`src/rtl/uart_rx_pkg.sv`:
```
// Shared definitions for the UART receive path.
//   rx_state_e : FSM state encoding (3 bits)
//   PAR_EVEN / PAR_ODD : meaning of the PAR_TYP input
//   exp_parity : parity bit the transmitter should have sent for a given
//                data-reduction XOR and parity type
package uart_rx_pkg;

    typedef enum logic [2:0] {
        ST_IDLE   = 3'd0,
        ST_START  = 3'd1,
        ST_DATA   = 3'd2,
        ST_PARITY = 3'd3,
        ST_STOP   = 3'd4
    } rx_state_e;

    localparam logic PAR_EVEN = 1'b0;
    localparam logic PAR_ODD  = 1'b1;

    // data_xor is the XOR of all data bits; odd parity inverts it.
    function automatic logic exp_parity(input logic data_xor, input logic par_typ);
        logic res;
        case (par_typ)
            PAR_EVEN: res = data_xor;
            PAR_ODD:  res = ~data_xor;
            default:  res = data_xor;
        endcase
        return res;
    endfunction

endpackage

```
`src/rtl/uart_rx_edge_bit_counter.sv`:
```
// Oversample edge counter and data-bit counter for the UART receiver.
// Ports:
//   CLK, RST     : clock, asynchronous active-low reset
//   enable_i     : count edges (frame in progress); edge count held at 0 otherwise
//   clear_i      : clear the data-bit counter
//   bit_inc_i    : advance the data-bit counter
//   prescale_i   : latched oversampling ratio; edge count wraps after prescale_i-1
//   edge_cnt_o   : oversample edge index within the current bit
//   last_o       : edge_cnt_o is the final edge of the bit
//   bit_cnt_o    : number of data bits received so far
module uart_rx_edge_bit_counter #(
    parameter int PRESCALE_WIDTH = 6,
    parameter int BIT_CNT_WIDTH  = 4
) (
    input  logic                      CLK,
    input  logic                      RST,
    input  logic                      enable_i,
    input  logic                      clear_i,
    input  logic                      bit_inc_i,
    input  logic [PRESCALE_WIDTH-1:0] prescale_i,
    output logic [PRESCALE_WIDTH-1:0] edge_cnt_o,
    output logic                      last_o,
    output logic [BIT_CNT_WIDTH-1:0]  bit_cnt_o
);

    logic [PRESCALE_WIDTH-1:0] edge_cnt_q;
    logic [BIT_CNT_WIDTH-1:0]  bit_cnt_q;

    // An unsupported ratio of 0 makes this compare against all-ones, so the
    // counter still wraps naturally and the frame always terminates.
    assign last_o     = (edge_cnt_q == (prescale_i - PRESCALE_WIDTH'(1)));
    assign edge_cnt_o = edge_cnt_q;
    assign bit_cnt_o  = bit_cnt_q;

    // Edge counter: held at zero while idle, wraps after the last edge of a bit.
    always_ff @(posedge CLK or negedge RST) begin
        if (!RST) begin
            edge_cnt_q <= '0;
        end else if (!enable_i) begin
            edge_cnt_q <= '0;
        end else if (last_o) begin
            edge_cnt_q <= '0;
        end else begin
            edge_cnt_q <= edge_cnt_q + PRESCALE_WIDTH'(1);
        end
    end

    // Data-bit counter: cleared while idle, advanced once per received data bit.
    always_ff @(posedge CLK or negedge RST) begin
        if (!RST) begin
            bit_cnt_q <= '0;
        end else if (clear_i) begin
            bit_cnt_q <= '0;
        end else if (bit_inc_i) begin
            bit_cnt_q <= bit_cnt_q + BIT_CNT_WIDTH'(1);
        end else begin
            bit_cnt_q <= bit_cnt_q;
        end
    end

endmodule

```
`src/rtl/uart_rx_ctrl.sv`:
```
// UART receive frame controller. Tracks start/data/parity/stop bits, strobes
// the deserializer, and reports each frame as good (data_valid) or bad
// (par_err / stp_err). Start-bit glitches are dropped silently.
// Ports:
//   CLK, RST     : clock, asynchronous active-low reset
//   RX_IN        : synchronized serial line, idle high
//   Prescale     : oversampling ratio (8/16/32), latched at frame start
//   PAR_EN       : frame carries a parity bit, latched at frame start
//   PAR_TYP      : 0 even / 1 odd parity, latched at frame start
//   sampled_bit  : majority-voted bit from the sampler
//   P_DATA       : deserializer contents
//   dat_samp_en  : sampler enable (frame in progress)
//   edge_cnt     : oversample edge index within the current bit
//   deser_en     : deserializer shift strobe (last edge of a data bit)
//   data_valid   : one-cycle pulse, P_DATA holds a good frame
//   par_err      : one-cycle pulse, parity mismatch
//   stp_err      : one-cycle pulse, stop bit sampled low
module uart_rx_ctrl
    import uart_rx_pkg::*;
#(
    parameter int DATA_WIDTH     = 8,
    parameter int PRESCALE_WIDTH = 6
) (
    input  logic                      CLK,
    input  logic                      RST,
    input  logic                      RX_IN,
    input  logic [PRESCALE_WIDTH-1:0] Prescale,
    input  logic                      PAR_EN,
    input  logic                      PAR_TYP,
    input  logic                      sampled_bit,
    input  logic [DATA_WIDTH-1:0]     P_DATA,
    output logic                      dat_samp_en,
    output logic [PRESCALE_WIDTH-1:0] edge_cnt,
    output logic                      deser_en,
    output logic                      data_valid,
    output logic                      par_err,
    output logic                      stp_err
);

    localparam int                      BIT_CNT_WIDTH = $clog2(DATA_WIDTH + 1);
    localparam logic [BIT_CNT_WIDTH-1:0] LAST_BIT     = BIT_CNT_WIDTH'(DATA_WIDTH - 1);

    rx_state_e                 state_q, state_d;
    logic [PRESCALE_WIDTH-1:0] prescale_q, prescale_d;
    logic                      par_en_q, par_en_d;
    logic                      par_typ_q, par_typ_d;
    logic                      data_valid_q, data_valid_d;
    logic                      par_err_q, par_err_d;
    logic                      stp_err_q, stp_err_d;

    logic                      idle_s;
    logic                      last_s;
    logic [BIT_CNT_WIDTH-1:0]  bit_cnt_s;

    assign idle_s = (state_q == ST_IDLE);

    uart_rx_edge_bit_counter #(
        .PRESCALE_WIDTH (PRESCALE_WIDTH),
        .BIT_CNT_WIDTH  (BIT_CNT_WIDTH)
    ) u_cnt (
        .CLK        (CLK),
        .RST        (RST),
        .enable_i   (!idle_s),
        .clear_i    (idle_s),
        .bit_inc_i  (deser_en),
        .prescale_i (prescale_q),
        .edge_cnt_o (edge_cnt),
        .last_o     (last_s),
        .bit_cnt_o  (bit_cnt_s)
    );

    assign dat_samp_en = !idle_s;
    assign deser_en    = (state_q == ST_DATA) && last_s;
    assign data_valid  = data_valid_q;
    assign par_err     = par_err_q;
    assign stp_err     = stp_err_q;

    // State, latched frame configuration and result pulses.
    always_ff @(posedge CLK or negedge RST) begin
        if (!RST) begin
            state_q      <= ST_IDLE;
            prescale_q   <= '0;
            par_en_q     <= 1'b0;
            par_typ_q    <= 1'b0;
            data_valid_q <= 1'b0;
            par_err_q    <= 1'b0;
            stp_err_q    <= 1'b0;
        end else begin
            state_q      <= state_d;
            prescale_q   <= prescale_d;
            par_en_q     <= par_en_d;
            par_typ_q    <= par_typ_d;
            data_valid_q <= data_valid_d;
            par_err_q    <= par_err_d;
            stp_err_q    <= stp_err_d;
        end
    end

    // Next-state decode; every bit decision is taken on the last edge of the bit.
    always_comb begin
        state_d      = state_q;
        prescale_d   = prescale_q;
        par_en_d     = par_en_q;
        par_typ_d    = par_typ_q;
        data_valid_d = 1'b0;
        par_err_d    = 1'b0;
        stp_err_d    = 1'b0;
        case (state_q)
            ST_IDLE: begin
                if (!RX_IN) begin
                    state_d    = ST_START;
                    prescale_d = Prescale;
                    par_en_d   = PAR_EN;
                    par_typ_d  = PAR_TYP;
                end else begin
                    state_d = ST_IDLE;
                end
            end
            ST_START: begin
                if (last_s) begin
                    // A start bit that reads back high was line noise.
                    if (!sampled_bit) begin
                        state_d = ST_DATA;
                    end else begin
                        state_d = ST_IDLE;
                    end
                end else begin
                    state_d = ST_START;
                end
            end
            ST_DATA: begin
                if (last_s && (bit_cnt_s == LAST_BIT)) begin
                    if (par_en_q) begin
                        state_d = ST_PARITY;
                    end else begin
                        state_d = ST_STOP;
                    end
                end else begin
                    state_d = ST_DATA;
                end
            end
            ST_PARITY: begin
                if (last_s) begin
                    if (sampled_bit != exp_parity(^P_DATA, par_typ_q)) begin
                        par_err_d = 1'b1;
                        state_d   = ST_IDLE;
                    end else begin
                        state_d = ST_STOP;
                    end
                end else begin
                    state_d = ST_PARITY;
                end
            end
            ST_STOP: begin
                if (last_s) begin
                    if (sampled_bit) begin
                        data_valid_d = 1'b1;
                    end else begin
                        stp_err_d = 1'b1;
                    end
                    state_d = ST_IDLE;
                end else begin
                    state_d = ST_STOP;
                end
            end
            default: begin
                state_d = ST_IDLE;
            end
        endcase
    end

endmodule
```
`config.mk`:
```
export PLATFORM = sky130hd
export DESIGN_NAME = uart_rx_ctrl
export DESIGN_NICKNAME = d
export VERILOG_FILES = /design/src/rtl/uart_rx_pkg.sv /design/src/rtl/uart_rx_edge_bit_counter.sv /design/src/rtl/uart_rx_ctrl.sv
export SDC_FILE = /design/constraint.sdc
export NUM_CORES = 1
export LEC_CHECK = 0
export BUFFER_PORTS_ARGS = -buffer_cell sky130_fd_sc_hd__buf_2
export CAP_MARGIN = 20
export CORE_UTILIZATION = 55
export CTS_BUF_LIST = sky130_fd_sc_hd__clkbuf_8
export CTS_CLUSTER_SIZE = 25
export DETAILED_ROUTE_END_ITERATION = 8
export HOLD_SLACK_MARGIN = 0.02
export PLACE_DENSITY_LB_ADDON = 0.25
export REMOVE_ABC_BUFFERS = 1
export SKIP_CTS_REPAIR_TIMING = 1
export SKIP_LAST_GASP = 1
export SLEW_MARGIN = 20
export SYNTH_ARGS = -nofsm -noshare
export SYNTH_HDL_FRONTEND = slang
export SYNTH_HIERARCHICAL = 1
export SYNTH_SLANG_ARGS = --single-unit
```
`constraint.sdc`:
```
create_clock -name CLK -period 6.1 [get_ports CLK]
set_clock_uncertainty 0.05 [all_clocks]
set_input_delay 0.61 -clock CLK [delete_from_list [all_inputs] [get_ports CLK]]
set_output_delay 0.61 -clock CLK [all_outputs]
set_load 0.02 [all_outputs]
```
== Yosys cells after proc, flatten, opt, wreduce, memory -nomap -nowiden ==
Cells that the tools add are included.
Operators by class
  bitwise logic cells: 3
  $add $sub $neg: 3
  reductions and logical operators: 7
  multiplexer cells: 25
  equal/unequal tests: 7
Operator list (count)
  2-to-1 mux 3 bit: 6
  one-hot mux 3 bit (5 select lines): 1
  2-to-1 mux 1 bit: 12
  2-to-1 mux 6 bit: 2
  2-to-1 mux 4 bit: 2
  parity 8 bit: 1
  adder 6 x 1 -> 6 bit (second input constant): 1
  == test 3 x 2 -> 1 bit (second input constant): 2
  == test 6 bit: 1
  subtractor 6 x 1 -> 6 bit (second input constant): 1
  adder 4 x 1 -> 4 bit (second input constant): 1
  == test 4 x 3 -> 1 bit (second input constant): 1
  == test 3 x 1 -> 1 bit (second input constant): 1
  == test 3 bit (second input constant): 1
  zero test 3 bit: 1
  inverter 1 bit: 3
  logical AND 1 bit: 2
  2-to-1 mux 2 bit: 1
  one-hot mux 1 bit (2 select lines): 1
  AND reduction 2 bit: 1
  nonzero test 2 bit: 1
  zero test 1 bit: 1
  != test 1 bit: 1
Storage, ports and cells
  register bits: 24
  logic and storage cells: 54
  bits of input ports: 20

== Depth between registers and ports, before layout ==
Gate-level depths: netlist (run 1).
  word-level depth: 9
  gate-level depth with buffers: 11
  depth with buffers taken out: 11

== By module ==
Netlist (run 1), hierarchy kept.
Modules (own cells, without submodules)
  uart_rx_ctrl: instances 1, cells each 59, sequential area each 350.3 µm², area each 684.4 µm²
  uart_rx_edge_bit_counter: instances 1, cells each 61, sequential area each 250.2 µm², area each 623.1 µm²

== Worst setup path before layout (run 1) ==
No wires, ideal clock.
  path kind: register to output
  start: register prescale_q[0]
  end: output deser_en
  buffers on the path: 0
  path slack: 2567 ps
  required time: 5440 ps
  arrival time: 2873 ps
  cell stages (with the launch flop): 7
  cell sequence: dfrtp_1 -> or4_1 -> or3_4 -> a2111oi_4 -> and2_1 -> nand2_1 -> nor3_1
Between the ends
  word-level cells in the longest chain between the ends: 3
Ends and longest elaborated chain
  from (decl): line uart_rx_ctrl.sv:44  | logic [PRESCALE_WIDTH-1:0] prescale_q, prescale_d;
  from (signal assigned): line uart_rx_ctrl.sv:90  | prescale_q <= prescale_d;
  subtractor 6 x 1 -> 6 bit: line uart_rx_edge_bit_counter.sv:31  | assign last_o = (edge_cnt_q == (prescale_i - PRESCALE_WIDTH'(1)));
  == test 6 bit: line uart_rx_edge_bit_counter.sv:31
  named net last_s: line uart_rx_ctrl.sv:52  | logic last_s;
  logical AND 1 bit: line uart_rx_ctrl.sv:73  | assign deser_en = (state_q == ST_DATA) && last_s;
  to (decl): line uart_rx_ctrl.sv:34  | output logic deser_en,
The timed path passes the listed nets, and every way through them passes these cells.

== Worst setup path in the final report (run 1) ==
Same ends and word-level chain as after synthesis.

==> reports/metrics.cfg, run 1 <==
[status]
status=finished, final reports clean

[finish]
seqCellArea_um2=601
syn2layout_area_growth_pct=18.4
utilization=0.693
fillers=160
final_area_um2=1550
diodes=0
final_cells=180
final_layout_size_suffix_gt1_frac=0.289
final_nets=176
multi_input_area_um2=664

[synthesis]
yosys_most_used_dff=dfrtp_1
async_flop_share=1.00
synth.distinct_cells=32
yosys.area.top_type=dfrtp_1
synth_area_um2=1310
synthAdderAreaFrac=0.0287
yosysWarnings=6
synth_xor_area_frac=0.151
synthMuxAreaShare=0.0679
synthTopCellsByCount=24 x dfrtp_1, 15 x xnor2_1, 10 x nor2_1
synthSimpleGateAreaFrac=0.153
yosys.area.top_type_share=0.459
ys_top_cells_by_area=dfrtp_1 46%, xnor2_1 10%, mux2_2 6.0%
synth_most_common_cell=dfrtp_1
synth_edf_count=0
synth_top_family_by_area=simple AND/OR/NAND/NOR gates
ys_ff_latch=24
syn_inst=120
syn_avg_cell_area_um2=10.9
synth_compound_area_frac=0.107
synth_seq_area_share=0.459

[power_and_ir_drop]
p_sw_mw=0.276
clockPowerShare=0.190
p_total_mw=0.716
peakVddDrop_v=0.000255
p_seq_frac=0.375
swShare=0.385
power_leakage_nw=0.731
p_int_mw=0.440
cellPowerDensity_nw_per_um2=463
p_comb_frac=0.435

[floorplanning]
die_width_um=50.8
io_pins=31
start_util=0.585
core_um2=2230
rows=17
dieHeight_um=50.8
dieArea_um2=2580

[worst_setup_path]
reg2reg_setup_slack_ps=2710
crit_path_start_kind=flop
crit_fanout=7
startpoint=prescale_q[0]$_DFFE_PN0P_
endpoint=deser_en
required_ps=5440
r2r-start=prescale_q[0]$_DFFE_PN0P_
cp-end-kind=output port
r2r_cells=9
r2r-end=u_cnt/bit_cnt_o[3]$_DFFE_PN0P_
critPathArrivalTime_ps=3360
critical_path_class=flop to output port

[route]
vias_per_cell=5.33
vias=959
ant_nets=0
wl_per_cell_um=13.4
drt_wl_total_um=2410
drt_iter0_markers=15
drc=0
firstDrtPassIters=4

[timing]
final.setup.tns_ps=0
timing.slew.headroom=0.489
setup_viol=0
period_minus_slack_ps=4020
hold_ws_ps=262
finalMaxSlewViolations=0
fin_crit_sh=0.658
final_hold_viol_count=0
worst_pin_slew_ps=760
finalWorstSetupSlack_ps=2080
clock.fmax_ghz=0.249
rsz0062_at_grt=no

[flow_run]
maxCapViolCount=0

[clock_network]
ctsHtreeMaxLevel=1
cts_tree=yes
clock_latency_ps=260
cts_buffers=3
clock_path_buffers=2
root_buffer=clkbuf_8
clk_pin_slew_worst_paths_ps=80
numClockSinks=24

[worst_hold_path]
hp-class=input port to asynchronous set/reset pin

[grt]
grt_pass1_vias=945
grt_overflow=0
antenna_found_initial=0
grt_max_degree=25
grtUsageTotal=0.214
grt_pass1_wl_um=4010

[placement]
place_hpwl_um=1850
place_congestion=0.822
place_ws_ps=2390
dp.cells=176
postPlaceCellArea_um2=1480
io_buffer_count=30

-- cells by family (layout without fill, tap and decap cells) --
family                   after synthesis  count (layout)
AO/OA/AOI/OAI                         18              18
XOR/XNOR                              21              21
adder cells (fa/ha/maj)                3               3
buffers and inverters                  9              41
flip-flops                            24              24
multiplexers                           8               8
AND/OR/NAND/NOR                       37              37
-- critical path, cell delays in order (launching register included) --
cell	delay (ps)
dfrtp_1	430
or4_1	560
or3_4	360
a2111oi_4	520
and2_1	310
nand2_1	110
nor3_1	530
buf_2	280
-- cell type report --
type,count,area share
sequential,24,0.388
tap,28,0.0226
clock inverter,1,0.0194
inverter,7,0.0170
multi-input combinational,87,0.429
timing repair buffer,30,0.0970
clock buffer,3,0.0267
-- state kept, by name (all words and copies together) (netlist names) --
signal            flops
par_en_q              1
par_err               1
state_q               3
u_cnt/edge_cnt_o      6
u_cnt/bit_cnt_o       4
stp_err               1
data_valid            1
prescale_q            6
par_typ_q             1
-- cell usage in the layout (no fill, tap or decap) --
| cell | instances |
|---|---|
| nor2b_1 | 1 |
| and4b_1 | 1 |
| or3_4 | 1 |
| nor3_1 | 4 |
| or4_1 | 1 |
| a21oi_1 | 4 |
| nand3_1 | 4 |
| a2111oi_4 | 1 |
| o22ai_1 | 1 |
| mux2_2 | 7 |
| xor2_1 | 5 |
| xnor2_1 | 15 |
| mux2i_1 | 1 |
| and2_1 | 1 |
| o31ai_1 | 1 |
| o211a_1 | 1 |
| inv_1 | 7 |
| a211oi_1 | 5 |
| dfrtp_1 | 24 |
| o21ai_0 | 3 |
| o221ai_1 | 1 |
| nor2_8 | 1 |
| nand2_1 | 8 |
| bufinv_16 | 1 |
| buf_2 | 30 |
| xnor3_1 | 1 |
| clkbuf_8 | 3 |
| ha_1 | 3 |
| nor2_1 | 10 |
| or3_1 | 1 |
| a22oi_1 | 1 |
| nand4_1 | 2 |
| nand2b_1 | 2 |
-- how the worst min path moves through the flow --
stage / slack, ps / cells past startpoint / endpoint
3_3_place_gp: 460 / 1 / state_q[1]$_DFF_PN0_
6_report: 260 / 1 / par_en_q$_DFFE_PN0P_
3_5_place_dp: 470 / 1 / state_q[1]$_DFF_PN0_
4_1_cts: 280 / 1 / par_en_q$_DFFE_PN0P_
5_1_grt: 300 / 1 / prescale_q[5]$_DFFE_PN0P_
2_1_floorplan: 260 / 0 / data_valid$_DFF_PN0_
-- power groups by stage --
stage	combinational, mW	sequential [mW]	clock, mW
after floorplan	0.228	0.277	0
after global placement	0.303	0.268	0
after detailed placement	0.312	0.272	0
after CTS	0.314	0.269	0.139
after global routing	0.345	0.276	0.144
final	0.311	0.269	0.136
-- per-layer routing --
layer	part of all wire	vias up	track usage	wire, um
met2	0.52	24	0.400	1260
met4	0.013	0	0.0787	31
met5	0	-	0	0
li1	-	479	-	-
met3	0.039	4	0.0545	94
met1	0.42	452	0.227	1020
Note: power is estimated with default switching activity, not from simulation.
==> run 2, diff against run 1 <==
==> constraint.sdc (replaced) <==
create_clock -name CLK -period 3.9 [get_ports CLK]
set_clock_uncertainty 0.05 [all_clocks]
set_input_delay 0.39 -clock CLK [delete_from_list [all_inputs] [get_ports CLK]]
set_output_delay 0.39 -clock CLK [all_outputs]
set_load 0.02 [all_outputs]
==> run 2 against run 1 <==
  * Non-clock buffer count grew 1
  * Global-route usage grew 1.5 points
  * Routed wire length grew 3.9%
  * Clock-buffer cell count is the same
  * Critical endpoint unchanged
  * Total power grew 46%
  * Combinational power grew 55%
  * Largest power group unchanged
  * Final cell count is the same
  * Register-to-register slack lost 1900 ps
==> reports/metrics.cfg, run 2 (synthesis results as in run 1) <==
[status]
status=finished, final reports clean  ; unchanged

[worst_setup_path]
crit_fanout=7  ; unchanged
r2r-start=prescale_q[0]$_DFFE_PN0P_  ; unchanged
critical_path_class=flop to output port  ; unchanged
critPathArrivalTime_ps=3020  ; was 3360 ps
crit_path_start_kind=flop  ; unchanged
r2r_cells=10  ; was 9
required_ps=3460  ; was 5440 ps
reg2reg_setup_slack_ps=850  ; was 2710 ps
r2r-end=u_cnt/bit_cnt_o[3]$_DFFE_PN0P_  ; unchanged
cp-end-kind=output port  ; unchanged

[timing]
final.setup.tns_ps=0  ; unchanged
worst_pin_slew_ps=791  ; was 760 ps
final_hold_viol_count=0  ; unchanged
finalMaxSlewViolations=0  ; unchanged
period_minus_slack_ps=3460
hold_ws_ps=45.2  ; was 262 ps
timing.slew.headroom=0.468  ; was 0.489
rsz0062_at_grt=no  ; unchanged
fin_crit_sh=0.886
setup_viol=0  ; unchanged
clock.fmax_ghz=0.289

[power_and_ir_drop]
cellPowerDensity_nw_per_um2=684  ; was 463 nW/um2
power_leakage_nw=0.723  ; was 0.731 nW
peakVddDrop_v=0.000344  ; was 0.000255 V

[placement]
postPlaceCellArea_um2=1480  ; about the same
dp.cells=177  ; was 176
io_buffer_count=30  ; unchanged
place_congestion=0.821  ; was 0.822
place_hpwl_um=1930  ; was 1850 um

[route]
drt_iter0_markers=23  ; was 15
drc=0  ; unchanged
ant_nets=0  ; unchanged
wl_per_cell_um=13.9  ; was 13.4 um
vias_per_cell=5.51  ; was 5.33
vias=991  ; was 959
drt_wl_total_um=2500  ; was 2410 um
firstDrtPassIters=4  ; unchanged

[finish]
syn2layout_area_growth_pct=16.7  ; was 18.4%
final_cells=180  ; unchanged
utilization=0.683  ; was 0.693
diodes=0  ; unchanged
final_area_um2=1530  ; was 1550 um2
final_layout_size_suffix_gt1_frac=0.289  ; unchanged
final_common_cell=buf_2  ; unchanged
final_nets=177  ; was 176
mostFrequentLayoutCells=30 x buf_2, 24 x dfrtp_1, 15 x xnor2_1, 10 x nor2_1, 8 x nand2_1  ; unchanged

[clock_network]
numClockSinks=24  ; unchanged
clock_latency_ps=260  ; about the same
ctsHtreeMaxLevel=1  ; unchanged
root_buffer=clkbuf_8  ; unchanged
cts_buffers=3  ; unchanged
clock_path_buffers=2  ; unchanged
clk_pin_slew_worst_paths_ps=80  ; about the same
cts_tree=yes  ; unchanged

[grt]
grt_pass1_vias=990  ; was 945
antenna_found_initial=0  ; unchanged
grt-busiest-layer=met2  ; unchanged
grt_overflow=0  ; unchanged
use_met2=0.424  ; was 0.400
grt_pass1_wl_um=4250  ; was 4010 um
grt_max_degree=25  ; unchanged
met1_usage=0.255  ; was 0.227
grtUsageTotal=0.229  ; was 0.214
use_met3=0.0182  ; was 0.0545

[floorplanning]
dieHeight_um=50.8  ; unchanged
io_pins=31  ; unchanged
rows=17  ; unchanged
die_width_um=50.8  ; unchanged
dieArea_um2=2580  ; unchanged
core_um2=2230  ; unchanged
start_util=0.585  ; unchanged

[flow_run]
maxCapViolCount=0  ; unchanged

[worst_hold_path]
hp-class=input port to asynchronous set/reset pin  ; unchanged

[run 2: changes by cell type in the layout (fill, tap and decap cells not counted)]
| cell | previous run | this run |
|---|---|---|
| bufinv_16 | 1 | 0 |
| buf_4 | 0 | 1 |
[run 2: layer usage]
layer  wire length (um)  vias to the layer above
li1                   -                      485
met1               1100                      473
met2               1280                       29
met3                 80                        4
met4                 45                        0
met5                  0                        -
[run 2: where the power goes]
| group | internal, mW | total [mW] | switching (mW) |
|---|---|---|---|
| sequential | 0.326 | 0.418 | 0.0920 |
| clock | 0.0690 | 0.142 | 0.0728 |
| combinational | 0.224 | 0.483 | 0.258 |
[run 2: stage by stage]
step	worst slack, ps	power [mW]
6_report	445	1.04
5_1_grt	239	1.13
4_1_cts	445	1.05
3_5_place_dp	751	0.909
3_3_place_gp	804	0.893
2_1_floorplan	436	0.790
[run 2: worst max-delay path, stage by stage (launching register included)]
cell and delay, ps:
dfrtp_1 420, or4_1 550, or3_4 350, a2111oi_4 520, and2_1 300, nand2_1 120, nor3_1 150, buf_4 180
buf_2 160
[run 2: worst max-delay path by stage]
stage | cells past startpoint | slack, ps | end | from
after floorplan | 9 | 440 | u_cnt/bit_cnt_o[3]$_DFFE_PN0P_ | prescale_q[0]$_DFFE_PN0P_
after global placement | 8 | 800 | deser_en | prescale_q[0]$_DFFE_PN0P_
after detailed placement | 8 | 750 | deser_en | prescale_q[0]$_DFFE_PN0P_
after CTS | 8 | 450 | deser_en | prescale_q[0]$_DFFE_PN0P_
after global routing | 8 | 240 | deser_en | prescale_q[0]$_DFFE_PN0P_
final | 8 | 440 | deser_en | prescale_q[0]$_DFFE_PN0P_
[run 2: final cells by class]
class / count / area [um2]
sequential: 24 / 601
tap: 28 / 35.0
multi-input combinational: 87 / 664
clock buffer: 3 / 41.3
inverter: 7 / 26.3
timing repair buffer: 31 / 158
fill: 178 / 708
==> run 3, diff against run 2 <==
--- a/config.mk
+++ b/config.mk
@@ -5,12 +5,14 @@
 export SDC_FILE = /design/constraint.sdc
 export NUM_CORES = 1
 export LEC_CHECK = 0
-export BUFFER_PORTS_ARGS = -buffer_cell sky130_fd_sc_hd__buf_2
+export ABC_CLOCK_PERIOD_IN_PS = 3900
+export BUFFER_PORTS_ARGS = -buffer_cell sky130_fd_sc_hd__buf_4
 export CAP_MARGIN = 20
 export CORE_UTILIZATION = 55
 export CTS_BUF_LIST = sky130_fd_sc_hd__clkbuf_8
 export CTS_CLUSTER_SIZE = 25
 export DETAILED_ROUTE_END_ITERATION = 8
+export GPL_ROUTABILITY_DRIVEN = 0
 export HOLD_SLACK_MARGIN = 0.02
 export PLACE_DENSITY_LB_ADDON = 0.25
 export REMOVE_ABC_BUFFERS = 1
==> run 3 against run 2 <==
  * Final cell count increased by 1.7%
  * Combinational power increased by 9.3%
  * Critical path depth unchanged
  * Die area unchanged
  * Global-route usage decreased by 0.90 points
  * Largest power group unchanged
==> reports/metrics.cfg, run 3 (synthesis results as in run 1) <==
[status]
status=finished, final reports clean  ; unchanged

[flow_run]
maxCapViolCount=0  ; unchanged

[route]
vias=997  ; was 991
drc=0  ; unchanged
drt_iter0_markers=16  ; was 23
wl_per_cell_um=13.6  ; was 13.9 um
ant_nets=0  ; unchanged
vias_per_cell=5.45  ; was 5.51
drt_wl_total_um=2490  ; was 2500 um
firstDrtPassIters=4  ; unchanged

[grt]
grt_pass1_wl_um=4090  ; was 4250 um
grt_max_degree=25  ; unchanged
grtUsageTotal=0.220  ; was 0.229
grt_overflow=0  ; unchanged
antenna_found_initial=0  ; unchanged
grt_pass1_vias=962  ; was 990

[clock_network]
root_buffer=clkbuf_8  ; unchanged
cts_tree=yes  ; unchanged
ctsHtreeMaxLevel=1  ; unchanged
cts_buffers=3  ; unchanged
clk_pin_slew_worst_paths_ps=80  ; about the same
numClockSinks=24  ; unchanged
clock_latency_ps=270  ; was 260 ps
clock_path_buffers=2  ; unchanged

[worst_setup_path]
critPathArrivalTime_ps=3000  ; was 3020 ps
crit_path_start_kind=flop  ; unchanged
required_ps=3460  ; about the same
critical_path_class=flop to output port  ; unchanged
crit_path_frequent_cell=buf_4
crit_path_cell_trace=or4_1 > or3_4 > a2111oi_4 > and2_1 > nand2_1 > nor3_1 > buf_4 > buf_4  ; was or4_1 > or3_4 > a2111oi_4 > and2_1 > nand2_1 > nor3_1 > buf_4 > buf_2
cpMaxStageDelayCell=or4_1  ; unchanged
cpPeakStageDelay_ps=560  ; was 550 ps
cp-end-kind=output port  ; unchanged
crit_fanout=7  ; unchanged

[placement]
postPlaceCellArea_um2=1570  ; was 1480 um2
place_ws_ps=761  ; was 751 ps
dp.cells=178  ; was 177
place_hpwl_um=1940  ; was 1930 um
io_buffer_count=30  ; unchanged

[timing]
rsz0062_at_grt=no  ; unchanged
fin_crit_sh=0.882  ; was 0.886
final.setup.tns_ps=0  ; unchanged
timing.slew.headroom=0.689  ; was 0.468
clock.fmax_ghz=0.291  ; was 0.289 GHz
hold_ws_ps=269  ; was 45.2 ps
worst_pin_slew_ps=466  ; was 791 ps
finalMaxSlewViolations=0  ; unchanged
final_hold_viol_count=0  ; unchanged
period_minus_slack_ps=3440  ; was 3460 ps
setup_viol=0  ; unchanged
finalWorstSetupSlack_ps=462  ; was 445 ps

[power_and_ir_drop]
p_total_mw=1.16  ; was 1.04 mW
cellPowerDensity_nw_per_um2=705  ; was 684 nW/um2
power_leakage_nw=0.765  ; was 0.723 nW
peakVddDrop_v=0.000435  ; was 0.000344 V

[floorplanning]
core_um2=2230  ; unchanged
dieHeight_um=50.8  ; unchanged
die_width_um=50.8  ; unchanged
start_util=0.585  ; unchanged
io_pins=31  ; unchanged
dieArea_um2=2580  ; unchanged
rows=17  ; unchanged

[finish]
final_cells=183  ; was 180
final_nets=179  ; was 177
final_area_um2=1650  ; was 1530 um2
diodes=0  ; unchanged
utilization=0.738  ; was 0.683
final_common_cell=buf_4  ; was buf_2
final_layout_size_suffix_gt1_frac=0.297  ; was 0.289
mostFrequentLayoutCells=32 x buf_4, 24 x dfrtp_1, 15 x xnor2_1, 10 x nor2_1, 8 x nand2_1  ; was 30 x buf_2, 24 x dfrtp_1, 15 x xnor2_1, 10 x nor2_1, 8 x nand2_1
syn2layout_area_growth_pct=26.0  ; was 16.7%

[worst_hold_path]
hp-class=input port to flop  ; was input port to asynchronous set/reset pin

## run 3: changes by cell type in the layout (fill, tap and decap cells not counted), sizes merged
cell         change
bufinv           +1
buf              +1
dlygate4sd3      +1
## run 3: power by group
group	internal, mW	leakage [nW]	switching [mW]
clock network	0.137	0.0357	0.0755
registers	0.326	0.308	0.0960
logic	0.259	0.422	0.268
total	0.722	0.765	0.440
## run 3: worst max-delay path: cells and delay by family (launching register included)
kind            cells  cell delay [ps]
simple gates        5             1460
buf+inv             2              310
flops               1              430
compound gates      1              520
## run 3: final timing paths
kind / start / endpoint / slack [ps] / depth (start not counted)
setup / recovery: prescale_q[0]$_DFFE_PN0P_ / deser_en / 460 / 8
hold / removal: sampled_bit / stp_err$_DFF_PN0_ / 270 / 2
setup reg to reg: prescale_q[0]$_DFFE_PN0P_ / u_cnt/bit_cnt_o[3]$_DFFE_PN0P_ / 840 / 10
hold reg to reg: state_q[2]$_DFF_PN0_ / state_q[1]$_DFF_PN0_ / 490 / 1
max in group asynchronous: RST / u_cnt/edge_cnt_o[4]$_DFF_PN0_ / 3060 / 2
min in group asynchronous: RST / prescale_q[5]$_DFFE_PN0P_ / 500 / 2
## run 3: area by class of cell
class,count,area (um2)
clock inverter,1,30.0
sequential,24,601
multi-input combinational,87,664
tap,28,35.0
inverter,7,26.3
timing repair buffer,33,250
fill,160,586
clock buffer,3,41.3
## run 3: layer usage
| metal | GRT usage | vias up | wire (um) |
|---|---|---|---|
| met5 | 0 | - | 0 |
| met4 | 0.0972 | 0 | 44 |
| met3 | 0.0273 | 7 | 86 |
| met2 | 0.411 | 32 | 1350 |
| met1 | 0.245 | 470 | 1010 |
| li1 | - | 488 | - |
